==> src/rtl/instruction_fetch_unit_if.sv <==
// Fetch-stage bus: instruction-memory read port, branch redirect input and the
// valid/ready handshake towards decode.
interface instruction_fetch_unit_if;
   logic [63:0] readAddress;
   logic [31:0] instruction;
   logic        fetchEnable;
   logic        branchTaken;
   logic [63:0] branchTarget;
   logic        fetchValid;
   logic        fetchReady;
   logic [31:0] fetchInstruction;
   logic [63:0] fetchPC;
   logic        queueFull;

   modport master (
      output readAddress,
      input  instruction,
      input  fetchEnable,
      input  branchTaken,
      input  branchTarget,
      output fetchValid,
      input  fetchReady,
      output fetchInstruction,
      output fetchPC,
      output queueFull
   );

   modport slave (
      input  readAddress,
      output instruction,
      output fetchEnable,
      output branchTaken,
      output branchTarget,
      input  fetchValid,
      output fetchReady,
      input  fetchInstruction,
      input  fetchPC,
      input  queueFull
   );
endinterface

==> src/rtl/instruction_fetch_unit.sv <==
// Fetch stage: owns the PC, reads the combinational instruction memory and
// buffers {PC, word} pairs in a small circular queue in front of decode.
module instruction_fetch_unit #(
   parameter logic [63:0] RESET_PC    = 64'h0,
   parameter int          QUEUE_DEPTH = 2
) (
   input logic                      clock,
   input logic                      reset_n,
   instruction_fetch_unit_if.master bus
);
   localparam int               PTR_W   = $clog2(QUEUE_DEPTH);
   localparam int               CNT_W   = PTR_W + 1;
   localparam logic [CNT_W-1:0] DEPTH_C = CNT_W'(QUEUE_DEPTH);

   logic [63:0]      pc;
   logic [63:0]      pc_q  [QUEUE_DEPTH];
   logic [31:0]      ins_q [QUEUE_DEPTH];
   logic [PTR_W-1:0] head;
   logic [PTR_W-1:0] tail;
   logic [CNT_W-1:0] count;
   logic             not_empty;
   logic             deq;
   logic             enq;

   assign not_empty = (count != '0);
   assign deq       = not_empty & bus.fetchReady;
   // A full queue may still accept a word when the head leaves on the same edge.
   assign enq       = bus.fetchEnable & ~bus.branchTaken & ((count < DEPTH_C) | deq);

   assign bus.readAddress      = pc;
   assign bus.fetchValid       = not_empty;
   assign bus.queueFull        = (count == DEPTH_C);
   assign bus.fetchPC          = not_empty ? pc_q[head]  : '0;
   assign bus.fetchInstruction = not_empty ? ins_q[head] : '0;

   always_ff @(posedge clock or negedge reset_n) begin
      if (!reset_n) begin
         pc    <= RESET_PC;
         head  <= '0;
         tail  <= '0;
         count <= '0;
         for (int i = 0; i < QUEUE_DEPTH; i++) begin
            pc_q[i]  <= '0;
            ins_q[i] <= '0;
         end
      end else if (bus.branchTaken) begin
         // Redirect flushes everything, including a handshake in the same cycle.
         pc    <= bus.branchTarget & ~64'h3;
         head  <= '0;
         tail  <= '0;
         count <= '0;
      end else begin
         if (enq) begin
            pc_q[tail]  <= pc;
            ins_q[tail] <= bus.instruction;
            tail        <= tail + PTR_W'(1);
            pc          <= pc + 64'd4;
         end
         if (deq) begin
            head <= head + PTR_W'(1);
         end
         if (enq && !deq) begin
            count <= count + CNT_W'(1);
         end else if (deq && !enq) begin
            count <= count - CNT_W'(1);
         end
      end
   end
endmodule

==> src/flat_wrapper.sv <==
// flat-port wrapper written by rule: the top's interface ports become plain ports
module instruction_fetch_unit_flat 
#(
   parameter logic [63:0] RESET_PC    = 64'h0,
   parameter int          QUEUE_DEPTH = 2
)
  (clock, reset_n, bus_readAddress, bus_instruction, bus_fetchEnable, bus_branchTaken, bus_branchTarget, bus_fetchValid, bus_fetchReady, bus_fetchInstruction, bus_fetchPC, bus_queueFull);
  instruction_fetch_unit_if bus_i ();
  input logic clock;
  input logic reset_n;
  output wire logic [$bits(bus_i.readAddress)-1:0] bus_readAddress;
  input wire logic [$bits(bus_i.instruction)-1:0] bus_instruction;
  input wire logic [$bits(bus_i.fetchEnable)-1:0] bus_fetchEnable;
  input wire logic [$bits(bus_i.branchTaken)-1:0] bus_branchTaken;
  input wire logic [$bits(bus_i.branchTarget)-1:0] bus_branchTarget;
  output wire logic [$bits(bus_i.fetchValid)-1:0] bus_fetchValid;
  input wire logic [$bits(bus_i.fetchReady)-1:0] bus_fetchReady;
  output wire logic [$bits(bus_i.fetchInstruction)-1:0] bus_fetchInstruction;
  output wire logic [$bits(bus_i.fetchPC)-1:0] bus_fetchPC;
  output wire logic [$bits(bus_i.queueFull)-1:0] bus_queueFull;
  assign bus_readAddress = bus_i.readAddress;
  assign bus_i.instruction = bus_instruction;
  assign bus_i.fetchEnable = bus_fetchEnable;
  assign bus_i.branchTaken = bus_branchTaken;
  assign bus_i.branchTarget = bus_branchTarget;
  assign bus_fetchValid = bus_i.fetchValid;
  assign bus_i.fetchReady = bus_fetchReady;
  assign bus_fetchInstruction = bus_i.fetchInstruction;
  assign bus_fetchPC = bus_i.fetchPC;
  assign bus_queueFull = bus_i.queueFull;
  instruction_fetch_unit #(.RESET_PC(RESET_PC), .QUEUE_DEPTH(QUEUE_DEPTH)) u_core (.clock(clock), .reset_n(reset_n), .bus(bus_i));
endmodule
==> config.mk <==
export PLATFORM = sky130hd
export DESIGN_NAME = instruction_fetch_unit_flat
export DESIGN_NICKNAME = d
export VERILOG_FILES = /design/src/rtl/instruction_fetch_unit_if.sv /design/src/rtl/instruction_fetch_unit.sv /design/src/flat_wrapper.sv
export SDC_FILE = /design/constraint.sdc
export NUM_CORES = 1
export LEC_CHECK = 0
export BUFFER_PORTS_ARGS = -buffer_cell sky130_fd_sc_hd__buf_2
export CORE_MARGIN = 4
export CORE_UTILIZATION = 25
export CTS_CLUSTER_SIZE = 24
export DETAILED_ROUTE_END_ITERATION = 6
export HOLD_SLACK_MARGIN = 0.1
export PLACE_DENSITY = 0.51
export RECOVER_POWER = 25
export SYNTH_ARGS = -nofsm -noshare
export SYNTH_HDL_FRONTEND = slang
export SYNTH_SLANG_ARGS = --single-unit
==> constraint.sdc <==
create_clock -name clock -period 2.5 [get_ports clock]
set_input_delay 0.5 -clock clock [delete_from_list [all_inputs] [get_ports clock]]
set_output_delay 0.5 -clock clock [all_outputs]
set_load 0.02 [all_outputs]
Word level (Yosys, flattened, before mapping)

Cells that the tools add are included.

Bits in registers: 260
Latch bits: 0
Memory bits (writable): 0
Memory bits (read-only): 0
Output and inout bits: 162
Logic and storage cells: 58
Memories kept: 0

$add $sub $neg: 5
$mul: 0
Divide/modulo/power cells: 0
Order comparisons: 4
Equality and inequality tests: 1
Shifts and indexed selects: 0
Multiplexer cells: 23
Bitwise logic cells: 7
Reductions and logical operators: 10

Operator list:

| operator                                           | number |
|---|---|
| 2-to-1 mux 64 bit                                  | 7 |
| 2-to-1 mux 32 bit                                  | 5 |
| bitwise mux 128 bit                                | 1 |
| adder 64 x 3 -> 64 bit, second input constant      | 1 |
| bitwise mux 64 bit                                 | 1 |
| demux 64 bit (select 1 bit)                        | 1 |
| demux 32 bit (select 1 bit)                        | 1 |
| 2-to-1 mux 2 bit                                   | 3 |
| nonzero test 2 bit                                 | 3 |
| >= comparator 2 bit, second input constant         | 2 |
| 2-to-1 mux 1 bit                                   | 4 |
| NOT 1 -> 2 bit                                     | 2 |
| bitwise AND 1 bit                                  | 3 |
| logical AND 1 bit                                  | 3 |
| nonzero test 3 bit                                 | 1 |
| adder 1 bit, second input constant                 | 2 |
| adder 2 x 1 -> 2 bit, second input constant        | 1 |
| equality test 2 bit, second input constant         | 1 |
| zero test 1 bit                                    | 2 |
| < comparator 2 x 1 -> 1 bit, second input constant | 1 |
| < comparator 2 bit, second input constant          | 1 |
| AND reduction 2 bit                                | 1 |
| subtractor 2 x 1 -> 2 bit, second input constant   | 1 |
| NOT 1 bit                                          | 1 |
| bitwise OR 1 bit                                   | 1 |

Logic depth before layout (Yosys ltp)

Word-level depth: 9
Depth in mapped cells: 7
Depth with buffers taken out: 6

Worst setup path before layout

OpenSTA, ideal clock, no wires.

Path kind: register -> output
Start: reg u_core.head
End: out bus_fetchPC[10]
Arrival: 1.740 ns
Data required time: 2.000 ns
Path slack: 0.260 ns
Stages on the path, launching flop included: 6
Cell sequence: dfrtp_1 clkbuf_1 buf_1 clkbuf_1 mux2i_1 nor2_1

Cells in the longest elaborated chain, start to end: 5

Ends and longest elaborated chain:

| what                                                  | RTL line                     | source |
|---|---|---|
| from (decl)                                           | instruction_fetch_unit.sv:18 | `logic [PTR_W-1:0] head;` |
| from (signal assigned)                                | instruction_fetch_unit.sv:60 | `head <= head + PTR_W'(1);` |
| NOT 1 -> 2 bit (not written as such)                  | instruction_fetch_unit.sv:33 | `assign bus.fetchPC = not_empty ? pc_q[head] : '0;` |
| 2-to-1 mux 64 bit (not written as such) (3 in series) | instruction_fetch_unit.sv:33 |  |
| 2-to-1 mux 64 bit                                     | instruction_fetch_unit.sv:33 |  |
| to (decl)                                             | flat_wrapper.sv:19           | `output wire logic [$bits(bus_i.fetchPC)-1:0] bus_fetchPC;` |

Every way passes these cells. The select of a mux whose other input is x is not followed.

Worst setup path in the final report

Start: reg u_core.head
End: out bus_fetchInstruction[31]

Cells in the longest elaborated chain, start to end: 5

Ends and longest elaborated chain:

| what                                                  | RTL line                     | source |
|---|---|---|
| NOT 1 -> 2 bit (not written as such)                  | instruction_fetch_unit.sv:34 | `assign bus.fetchInstruction = not_empty ? ins_q[head] : '0;` |
| 2-to-1 mux 32 bit (not written as such) (3 in series) | instruction_fetch_unit.sv:34 |  |
| 2-to-1 mux 32 bit                                     | instruction_fetch_unit.sv:34 |  |
| to (decl)                                             | flat_wrapper.sv:18           | `output wire logic [$bits(bus_i.fetchInstruction)-1:0] bus_fetchInstruction;` |

Every way passes these cells. The select of a mux whose other input is x is not followed.

==> metrics.txt <==
Die Ht 228 um; WP data arrival 1.93 ns; complex-gate fraction of the synthesized area 0.0290; adder-cell share of the synthesized area 0.00103; post-synthesis xor/xnor area fraction 0.0433; layout cells sized above 1 0.416; Worst setup SP type flop; final setup violation count 0; Synth Area in Simple Gates 0.126; die area 0.0522 mm^2; Hold Path Stages 3; drt pass-1 iters 5; # port buffers 256; RSZ-0062 raised after global routing true; mux contribution to synthesized area 0.252; Fmax achieved 412 MHz; worst-path fanout max 27; DP Wirelength 26800 um; vias per inst 4.56; CTS tree yes; insertion delay of the later-clocked pin in the worst-skew pair 0.57 ns; overall power 13.3 mW; core area 0.0478 mm^2; Worst R2R Path Depth 6; worst hold endpoint u_core.bus.readAddress[15]; yosys warns 0; NumNets Final 1481; area leader, netlist dfrtp_1; clock root cell clkbuf_16; R2R Setup Slk 0.17 ns; vias in the first global route 9555; worst setup margin 0.0703 ns; pin count of the biggest net entering global routing 71; area growth from synthesis to layout 30.0%; sequential fraction of the synthesis area 0.523; dpl ws 0.0637 ns; Hold Crit Start bus_branchTarget[15]; Core Rows 80; clk_skew 0.0138 ns; final hold vios 0; Yosys cell types 37; maximum vdd drop 476 uV; first-pass GRT wire length 58400 um; Worst R2R End u_core.bus.readAddress[56]; gr usage total 0.142; Initial Util 0.254; remaining antenna violation count 0; power density cells 843 mW/mm^2; CTS Buf Count 31; # DRC 0; clock sink total 254; DR iter-0 viols 423; grt ovf 0; main combinational cell family by area after synthesis multiplexers; RePlAce Congestion 0.746; critical path class flop to output pin; Slew HR 0.276; setup TNS 0 ns; routed wire length 37900 um; r2r startpoint u_core.bus.readAddress[19]; via count 9206; Synth area leaders dfrtp_1 52%, mux2_2 17%, mux2i_1 7.8%, nor2_1 3.7%, nand2_1 2.9%; fin crit share 0.972; CP Data Required Time 2.00 ns; Worst-Margin Slew 1.09 ns; IO Pins 263; Max Slew Vio Count 0; Seq cells post-synth 254; Tmin final 2.43 ns; Mapped Cells 1071; syn avg cell area 11.3 um^2; initial antenna violation count 12; die width 228 um; Clock Path Buffers 3; synthesized area 0.0121 mm^2; Max H-tree Level 1; register clock-pin slew on the reported worst setup and hold paths 0.06 ns; routed len/inst 18.8 um; P_leak 7.01 nW; Hold Path Class primary input to flop; Yosys top cell area share 0.523; Setup crit end kind output pin; Max-cap violations 0; Final Util 0.330; status complete, no violations
[synthesized netlist by cell type]
| master | instances |
|---|---|
| dfrtp_1 | 254 |
| mux2_2 | 187 |
| nor2_1 | 121 |
| mux2i_1 | 95 |
| nand2_1 | 93 |
| clkbuf_1 | 43 |
| o21ai_0 | 41 |
| xnor2_1 | 39 |
| nand3_1 | 27 |
| nand4_1 | 24 |
| o21ai_1 | 23 |
| nor3_1 | 21 |
| xor2_1 | 21 |
| nor4_1 | 15 |
| inv_1 | 12 |
| buf_1 | 9 |
| and3_1 | 7 |
| buf_2 | 7 |
| buf_4 | 4 |
| a31oi_1 | 3 |
| or3_1 | 3 |
| and2_1 | 2 |
| nand2b_1 | 2 |
| nand3_4 | 2 |
| nor4_4 | 2 |
| or2_2 | 2 |
| or4_1 | 2 |
| a211o_1 | 1 |
| a21oi_1 | 1 |
| and4_1 | 1 |
| conb_1 | 1 |
| ha_1 | 1 |
| nand4_2 | 1 |
| nor2b_1 | 1 |
| or2_1 | 1 |
| or2_4 | 1 |
| or3_4 | 1 |
[cells by family (layout without fill, tap and decap cells)]
| group | Yosys count | after routing |
|---|---|---|
| flops | 254 | 254 |
| compound gates | 69 | 69 |
| fa+ha+maj | 1 | 1 |
| simple gates | 329 | 329 |
| xor+xnor | 60 | 60 |
| other cells | 1 | 6 |
| mux | 282 | 282 |
| buf+inv | 75 | 404 |
[what timing repair did]
item / 4_1_cts / 5_1_grt
pin swaps: 0 / 0
hold buffers: 1 / 0
resized for setup: 1 / 5
setup buffers: 0 / 0
cloned: 1 / 0
setup endpoints to repair: 2 / 18
hold endpoints to repair: 63 / 0
[worst max-delay path: stages (launching register included)]
cell and delay (ns):
dfrtp_4 0.54, bufbuf_16 0.36, mux2i_1 0.14, nor2_1 0.13, buf_2 0.19
[power by group]
part	switching [mW]	internal (mW)	total, mW
Sequential	0.528	5.10	5.63
Combinational	1.52	1.43	2.95
Clock	1.79	2.94	4.73
Total	3.84	9.47	13.3
[final cells by class]
type	instances	area (um^2)
clock inverters	12	195
fillers	5006	32100
repair buffers	335	2010
flip-flops and latches	254	6360
multi-input cells	745	5520
diodes	2	5.00
well taps	615	769
inverters	12	45.0
clock buffers	45	878
[state kept, by name (all words and copies together) (netlist names)]
signal and flops:
u_core.pc_q 124, u_core.ins_q 64, u_core.bus.readAddress 62, u_core.count 2, u_core.head 1, u_core.tail 1
[routing by layer]
metal,vias up,share of wire,GRT usage
li1,4345,-,-
met1,4589,0.45,0.187
met2,195,0.47,0.236
met3,59,0.054,0.0384
met4,18,0.017,0.0256
met5,-,0.0032,0
[how the worst max path moves through the flow]
stage | start | endpoint | slack (ns)
finish | u_core.head | bus_fetchInstruction[31] | 0.07
CTS | u_core.head | bus_fetchPC[16] | 0.02
global placement | u_core.bus.readAddress[29] | u_core.bus.readAddress[60] | 0.03
floorplan | u_core.head | bus_fetchPC[10] | 0.26
global route | u_core.head | bus_fetchPC[49] | -0.03
detailed placement | u_core.bus.readAddress[29] | u_core.bus.readAddress[60] | 0.06
[through the flow]
step	cells	hold WS, ns	cell area (um^2)
6_report	2020	0.138	15800
4_1_cts	2018	0.104	15800
2_1_floorplan	1074	0.204	12200
3_3_place_gp	1959	0.465	14700
5_1_grt	2018	0.135	15800
3_5_place_dp	1959	0.475	14700
[cell usage in the layout, fill, tap and decap left out, types with 3 or more instances in the layout]
cell	instances
mux2_2	187
buf_2	254
a31oi_1	3
mux2i_1	95
clkbuf_8	5
nand2_1	92
bufinv_16	5
clkbuf_16	31
buf_4	67
nor3_1	20
clkinv_2	4
or3_1	3
xnor2_1	39
inv_1	12
clkbuf_1	9
conb_1	4
nor4_1	13
dfrtp_1	253
nand4_1	24
and3_1	7
o21ai_0	41
nand3_1	27
xor2_1	21
clkbuf_2	3
nor2_1	120
o21ai_1	23
buf_12	6
(Power assumes the default switching activity.)
